==> config.mk <==
export PLATFORM = sky130hd
export DESIGN_NAME = fc_result_argmax
export DESIGN_NICKNAME = d
export VERILOG_FILES = /design/src/rtl/fc_result_argmax_pkg.sv /design/src/rtl/fc_result_argmax_score_compare.sv /design/src/rtl/fc_result_argmax.sv
export SDC_FILE = /design/constraint.sdc
export NUM_CORES = 1
export LEC_CHECK = 0
export BUFFER_PORTS_ARGS = -buffer_cell sky130_fd_sc_hd__buf_2
export CAP_MARGIN = 20
export CORE_UTILIZATION = 51
export CTS_CLUSTER_DIAMETER = 40
export DETAILED_ROUTE_END_ITERATION = 12
export MAX_ROUTING_LAYER = met4
export PLACE_DENSITY = 0.81
export SLEW_MARGIN = 20
export SYNTH_ARGS = -nofsm -noshare
export SYNTH_HDL_FRONTEND = slang
export SYNTH_SLANG_ARGS = --single-unit
==> constraint.sdc <==
create_clock -name clk -period 4.55 [get_ports clk]
set_clock_uncertainty 0.2 [all_clocks]
set_input_delay 1.1375 -clock clk [delete_from_list [all_inputs] [get_ports clk]]
set_output_delay 1.1375 -clock clk [all_outputs]
set_load 0.05 [all_outputs]
==> src/rtl/fc_result_argmax_pkg.sv <==
// Shared widths, FSM encoding and constants for the FC3 result argmax reader.
package fc_result_argmax_pkg;

    localparam int SCORE_W     = 16;
    localparam int NUM_CLASSES = 10;
    localparam int DIGIT_W     = 4;

    localparam logic [SCORE_W-1:0] MOST_NEG = {1'b1, {(SCORE_W-1){1'b0}}};

    typedef enum logic [2:0] {
        IDLE    = 3'd0,
        CAPTURE = 3'd1,
        SCAN    = 3'd2,
        FINISH  = 3'd3,
        HOLD    = 3'd4
    } state_t;

    // Widening by one bit keeps best - second from overflowing (e.g. 7FFF - 8000).
    function automatic logic [SCORE_W:0] score_diff(input logic [SCORE_W-1:0] a,
                                                     input logic [SCORE_W-1:0] b);
        return {a[SCORE_W-1], a} - {b[SCORE_W-1], b};
    endfunction

endpackage

==> src/rtl/fc_result_argmax_score_compare.sv <==
// Signed comparison of one scanned lane against the running best and runner-up.
module score_compare #(
    parameter int W = 16
) (
    input  logic [W-1:0] lane,
    input  logic [W-1:0] best,
    input  logic [W-1:0] second,
    output logic         gt_best,
    output logic         gt_second
);

    assign gt_best   = $signed(lane) > $signed(best);
    assign gt_second = $signed(lane) > $signed(second);

endmodule

==> src/rtl/fc_result_argmax.sv <==
// Captures the FC3 class scores on a done edge, scans one lane per cycle and
// reports the winning digit, its score and the margin over the runner-up.
module fc_result_argmax
    import fc_result_argmax_pkg::*;
(
    input  logic                           clk,
    input  logic                           iRst_n,
    input  logic                           ena,
    input  logic                           start,
    input  logic [NUM_CLASSES*SCORE_W-1:0] data_from_fc,
    output logic                           busy,
    output logic                           done,
    output logic [DIGIT_W-1:0]             digit,
    output logic [SCORE_W-1:0]             max_score,
    output logic [SCORE_W:0]               margin
);

    state_t state, state_n;

    logic                                  start_d;
    logic                                  start_edge;
    logic [NUM_CLASSES-1:0][SCORE_W-1:0]   scores;
    logic [SCORE_W-1:0]                    best;
    logic [SCORE_W-1:0]                    second;
    logic [DIGIT_W-1:0]                    best_idx;
    logic [DIGIT_W-1:0]                    idx;
    logic [SCORE_W-1:0]                    lane;
    logic                                  gt_best;
    logic                                  gt_second;

    assign start_edge = start & ~start_d;
    assign lane       = scores[idx];

    score_compare #(.W(SCORE_W)) u_cmp (
        .lane      (lane),
        .best      (best),
        .second    (second),
        .gt_best   (gt_best),
        .gt_second (gt_second)
    );

    // start_d follows start even while disabled, so a level held across ena is no edge.
    always_ff @(posedge clk or negedge iRst_n) begin
        if (!iRst_n) start_d <= 1'b0;
        else         start_d <= start;
    end

    always_ff @(posedge clk or negedge iRst_n) begin
        if (!iRst_n) state <= IDLE;
        else         state <= state_n;
    end

    always_comb begin
        state_n = state;
        case (state)
            IDLE:    if (start_edge) state_n = CAPTURE;
            CAPTURE: state_n = SCAN;
            SCAN:    if (idx == DIGIT_W'(NUM_CLASSES-1)) state_n = FINISH;
            FINISH:  state_n = HOLD;
            HOLD:    if (start_edge) state_n = CAPTURE;
            default: state_n = IDLE;
        endcase
        if (!ena) state_n = IDLE;
    end

    always_ff @(posedge clk or negedge iRst_n) begin
        if (!iRst_n) begin
            scores    <= '0;
            best      <= '0;
            second    <= '0;
            best_idx  <= '0;
            idx       <= '0;
            busy      <= 1'b0;
            done      <= 1'b0;
            digit     <= '0;
            max_score <= '0;
            margin    <= '0;
        end else if (!ena) begin
            busy <= 1'b0;
            done <= 1'b0;
        end else begin
            case (state)
                CAPTURE: begin
                    scores   <= data_from_fc;
                    best     <= data_from_fc[SCORE_W-1:0];
                    best_idx <= '0;
                    second   <= MOST_NEG;
                    idx      <= DIGIT_W'(1);
                    busy     <= 1'b1;
                    done     <= 1'b0;
                end
                SCAN: begin
                    // Strict compare: equal scores keep the earlier (lower) index.
                    if (gt_best) begin
                        second   <= best;
                        best     <= lane;
                        best_idx <= idx;
                    end else if (gt_second) begin
                        second <= lane;
                    end
                    idx <= idx + DIGIT_W'(1);
                end
                FINISH: begin
                    digit     <= best_idx;
                    max_score <= best;
                    margin    <= score_diff(best, second);
                    busy      <= 1'b0;
                    done      <= 1'b1;
                end
                default: ;
            endcase
        end
    end

endmodule
# After elaboration in Yosys (flattened, before gate mapping)
# Cells that the tools add are included.
# op_classes
n_addsub	2
n_lt_le_gt_ge	3
n_eq_ne	10
muxes	18
bitwise	2
reduce_logical	9
# ops
op	count
$bmux W16 S4	1
$mux W16	4
$pmux W16 S2	2
$gt A16 B16 Y1	2
$sub A16 B16 Y17	1
$pmux W4 S2	2
$pmux W3 S4	1
$mux W3	3
$reduce_and A2 Y1	4
$eq A3 B2 Y1 const B	2
$ne A3 B3 Y1 const B	2
$reduce_and A3 Y1	2
$lt A4 B5 Y1 const B	1
$add A4 B1 Y4 const B	1
$eq A4 B4 Y1 const B	1
$mux W4	1
$pmux W1 S2	2
$eq A3 B1 Y1 const B	1
$eq A3 B3 Y1 const B	1
$logic_not A3 Y1	1
$ne A3 B1 Y1 const B	1
$ne A3 B2 Y1 const B	1
$mux W1	2
$ne A2 B2 Y1 const B	1
4 further kinds	4
# totals
register_bits	243
output_inout_bits	39
word_cells	65

# Longest topological paths before layout
# depth
ltp_word	6
mapped_depth	16
mapped_depth_nobuf	12

# Cells and area by module
# A second synthesis with hierarchy kept.
# hier_totals
hier_cells	989
hier_area_um2	12338.1
# by_module_without_submodules
mod	n_inst	cells_each	area_each_um2
fc_result_argmax	1	875	11506.0
score_compare	1	114	832.0

# Worst setup path before layout
# OpenSTA, ideal clock, no wires.
# synth_timing
path_kind	register to register
start	reg idx[0]
end	reg second[10]
setup_time_ns	0.122
arrival_time_ns	4.071
required_time_ns	4.228
slack_ns	0.157
stages_incl_launch_ff	17
period_less_slack_ns	4.393
cell_sequence	dfrtp_1 > clkbuf_1 > buf_2 > buf_2 > buf_2 > mux2i_1 > o22ai_1 > ha_1 > nand4_1 > or4_4 > a21o_1 > and2_4 > a311oi_4 > o21a_4 > or2b_4 > buf_4 > o21ai_1
# synth_via
elab_chain_cells	5
elab_cells_between_ends	9
# synth_rtl
item	line_no	rtl
start, declared	fc_result_argmax.sv:26	logic [DIGIT_W-1:0] idx;
start signal, assigned	fc_result_argmax.sv:101	idx <= idx + DIGIT_W'(1);
$bmux W16 S4 (*)	fc_result_argmax.sv:32	assign lane = scores[idx];
$mux W16 (implied by the code) (*)	fc_result_argmax.sv:32	
$gt A16 B16 Y1 (tied with other cells)	fc_result_argmax_score_compare.sv:12	assign gt_best = $signed(lane) > $signed(best);
$ne A3 B3 Y1 (no source line) or $mux W16 (tied branches)	n/a	
$reduce_and A3 Y1 (no source line) or $pmux W16 S2 (tied branches)	n/a	
end signal, assigned	fc_result_argmax.sv:95	second <= best;
end signal, assigned	fc_result_argmax.sv:99	second <= lane;
end, declared	fc_result_argmax.sv:24	logic [SCORE_W-1:0] second;
# Mark *: on every way between the ends. The rest lies on a longest branch, timed or not. The select of a mux whose other input is x is not followed.
# A chain may end at the register's enable or synchronous reset.

# Final worst setup path
# layout_timing
start	reg idx[0]
end	reg second[2]
# The elaborated chain is that of the path after synthesis.

==> results.yml <==
pwr:
  p_clk_frac: 0.246
  powerDensity_nw_per_um2: 688
  power_switching_w: 0.00383
  switching_share: 0.379
  seqPwrFrac: 0.312
  pwr-share-comb: 0.441
  leakagePower_nw: 6.78
  vdd_drop_max_uv: 475
  internal_power_w: 0.00626
clock_tree:
  cts_tree: "done"
  numCtsBuffers: 31
  cts.path.max_buffers: 3
  htreeDepth: 1
  cts.clk_slew.worst_paths_ns: 0.06
  worstSkewPairLatency_ns: 0.56
  clock-sinks: 243
  hold_buffers: 0
  cts_root_buf: "clkbuf_16"
cells_and_area:
  final_cell_mix: "dfrtp_1 (241), buf_2 (201), mux2_2 (168), nand2_1 (85), o21ai_0 (70)"
  drive_gt1_frac: 0.411
  layout.nets: 1395
  final_util: 0.627
  final_common_cell: "dfrtp_1"
  syn_to_final_growth_pct: 21.1
setup_path:
  start_kind: "register"
  r2r_slack_ns: 0.22
  path_class: "reg -> reg"
  crit_path_end_kind: "register"
  cp.required_ns: 4.80
  worstRegToRegCells: 13
  r2r_start: "idx[0]"
  crit_fanout: 16
  r2r_end: "second[2]"
  cp_data_arrival_time_ns: 4.58
sta:
  max_slew_margin: 0.355
  fmax_mhz: 231
  worst_pin_slew_ns: 0.967
  finalCritPeriodShare: 0.952
  fin_crit_ns: 4.33
  hold_violations: 0
  finalSetupViolCount: 0
  drv_slew: 0
  setup_tns_ns: 0
  rsz0062_at_grt: "false"
global_routing:
  grt_first_pass_wirelength_um: 47100
  grt_remaining_overflow: 0
  antenna_found_initial: 10
  grt_max_degree: 164
  grt_usage: 0.257
  grt_pass1_vias: 8793
die:
  ios: 203
  die_h_um: 156
  die_area_um2: 24400
  row_count: 56
  initial_core_util: 0.517
  core_area_um2: 23400
  die_w_um: 156
hold_path:
  hp-class: "reg -> reg"
  min_to: "max_score[6]"
  whs_path_depth: 2
  hp-start: "max_score[6]"
logic_synthesis:
  netlist_area_um2: 12100
  yosys.cell_types.count: 56
  ys_ff_latch: 243
  syn_area_per_cell_um2: 12.4
  syn_inst: 974
  synth-seq-area-share: 0.502
  synth_warnings: 0
  ys.flop_type: "dfrtp_1"
  async_flop_share: 1.00
  synth_edf_count: 0
  synth_nets: 1189
detailed_routing:
  num_vias: 8550
  drc: 0
  wl_um: 30000
  drt_iter0_markers: 620
  drtPass1Iterations: 5
  final_antenna_net_count: 0
  wl_per_cell_um: 19.5
  vias_per_cell: 5.57
placement:
  portBuffers: 202
  dp_hpwl_um: 22000
  gp_congestion: 0.905
run:
  maxCapViolations: 0
outcome:
  status: "complete, no violations"
==> metal layers <==
| metal | global-route usage | up-vias | wire [um] |
|---|---|---|---|
| met2 | 0.388 | 325 | 13800 |
| met1 | 0.345 | 4191 | 13200 |
| met3 | 0.0578 | 64 | 2190 |
| met5 | - | - | 0 |
| li1 | - | 3970 | - |
| met4 | 0.0831 | 0 | 810 |
==> power groups by stage <==
stage,logic [W],clock network (W),registers (W)
6_report,0.00445,0.00249,0.00315
5_1_grt,0.00485,0.00261,0.00321
4_1_cts,0.00440,0.00251,0.00314
3_5_place_dp,0.00437,0,0.00317
3_3_place_gp,0.00425,0,0.00314
2_1_floorplan,0.00307,0,0.00324
==> logic make-up (layout without fill, tap and decap cells) <==
| kind of cell | after synthesis | after routing | synth area share |
|---|---|---|---|
| buf+inv | 93 | 322 | 0.0301 |
| fa+ha+maj | 51 | 51 | 0.0533 |
| mux | 262 | 262 | 0.267 |
| xor+xnor | 11 | 11 | 0.00796 |
| compound gates | 159 | 159 | 0.0792 |
| flops | 243 | 243 | 0.502 |
| simple gates | 155 | 155 | 0.0603 |
| other cells | 0 | 12 | 0 |
==> cell type report <==
type                       instances  area [um2]
antenna                           12        30.0
clock buffer                      35         811
clock inverter                    21         250
fill                            1822        8740
inverter                          40         150
multi-input combinational        638        5690
sequential                       243        6090
tap                              319         399
timing repair buffer             226        1250
==> critical path, cell delays in order, from the launching register on <==
cell	delay, ns
dfrtp_4	0.52
buf_4	0.19
mux4_2	0.51
mux2i_1	0.18
o22ai_1	0.16
ha_2	0.46
nand4_1	0.17
or4_4	0.60
a21o_1	0.19
a31oi_1	0.26
a311oi_4	0.09
o21a_4	0.17
or2b_4	0.33
o21ai_0	0.23
==> how the worst max path moves through the flow <==
stage / start / to / cells after the start
finish: idx[0] / second[2] / 13
global placement: idx[0] / second[15] / 13
global route: idx[0] / best[15] / 13
CTS: idx[0] / second[15] / 13
detailed placement: idx[0] / second[15] / 13
floorplan: idx[0] / second[10] / 16
==> sequential cells by signal (all words and copies together) (netlist names) <==
| register | count |
|---|---|
| busy | 1 |
| max_score | 16 |
| best_idx | 4 |
| best | 16 |
| idx | 4 |
| digit | 4 |
| second | 16 |
| scores | 160 |
| state | 3 |
| done | 1 |
| margin | 17 |
| start_d | 1 |
==> metrics by stage <==
step / setup slack [ns] / std cells / power, W / hold slack [ns] / area (um2)
floorplan: 0.157 / 974 / 0.00631 / 0.246 / 12100
global placement: 0.218 / 1465 / 0.00739 / 0.259 / 13600
detailed placement: 0.142 / 1465 / 0.00754 / 0.266 / 13600
CTS: 0.102 / 1521 / 0.0101 / 0.279 / 14600
global route: 0.00326 / 1532 / 0.0107 / 0.288 / 14700
finish: 0.218 / 1534 / 0.0101 / 0.272 / 14700
==> synth_stat cells, drive strengths merged, types with 4 or more instances <==
cell type | count | area, um2
ha | 50 | 626
nor3b | 5 | 42.5
clkbuf | 42 | 158
o21ai | 80 | 400
nand4 | 4 | 25.0
a21oi | 25 | 125
nand2b | 4 | 25.0
dfrtp | 243 | 6080
inv | 40 | 150
nand3 | 16 | 80.1
nor2b | 4 | 25.0
buf | 11 | 56.3
xor2 | 8 | 70.1
a31oi | 5 | 31.3
o22ai | 16 | 100
nand2 | 85 | 319
nor3 | 6 | 30.0
mux2 | 168 | 1890
mux4 | 32 | 721
mux2i | 62 | 621
nor2 | 15 | 56.3
a21o | 10 | 75.1
==> repair_timing <==
item                                    in CTS  in global routing
setup buffers                                0                  1
resized for setup                            0                  2
endpoints found under the setup margin       0                 15
Note: power is estimated with default switching activity, not from simulation.
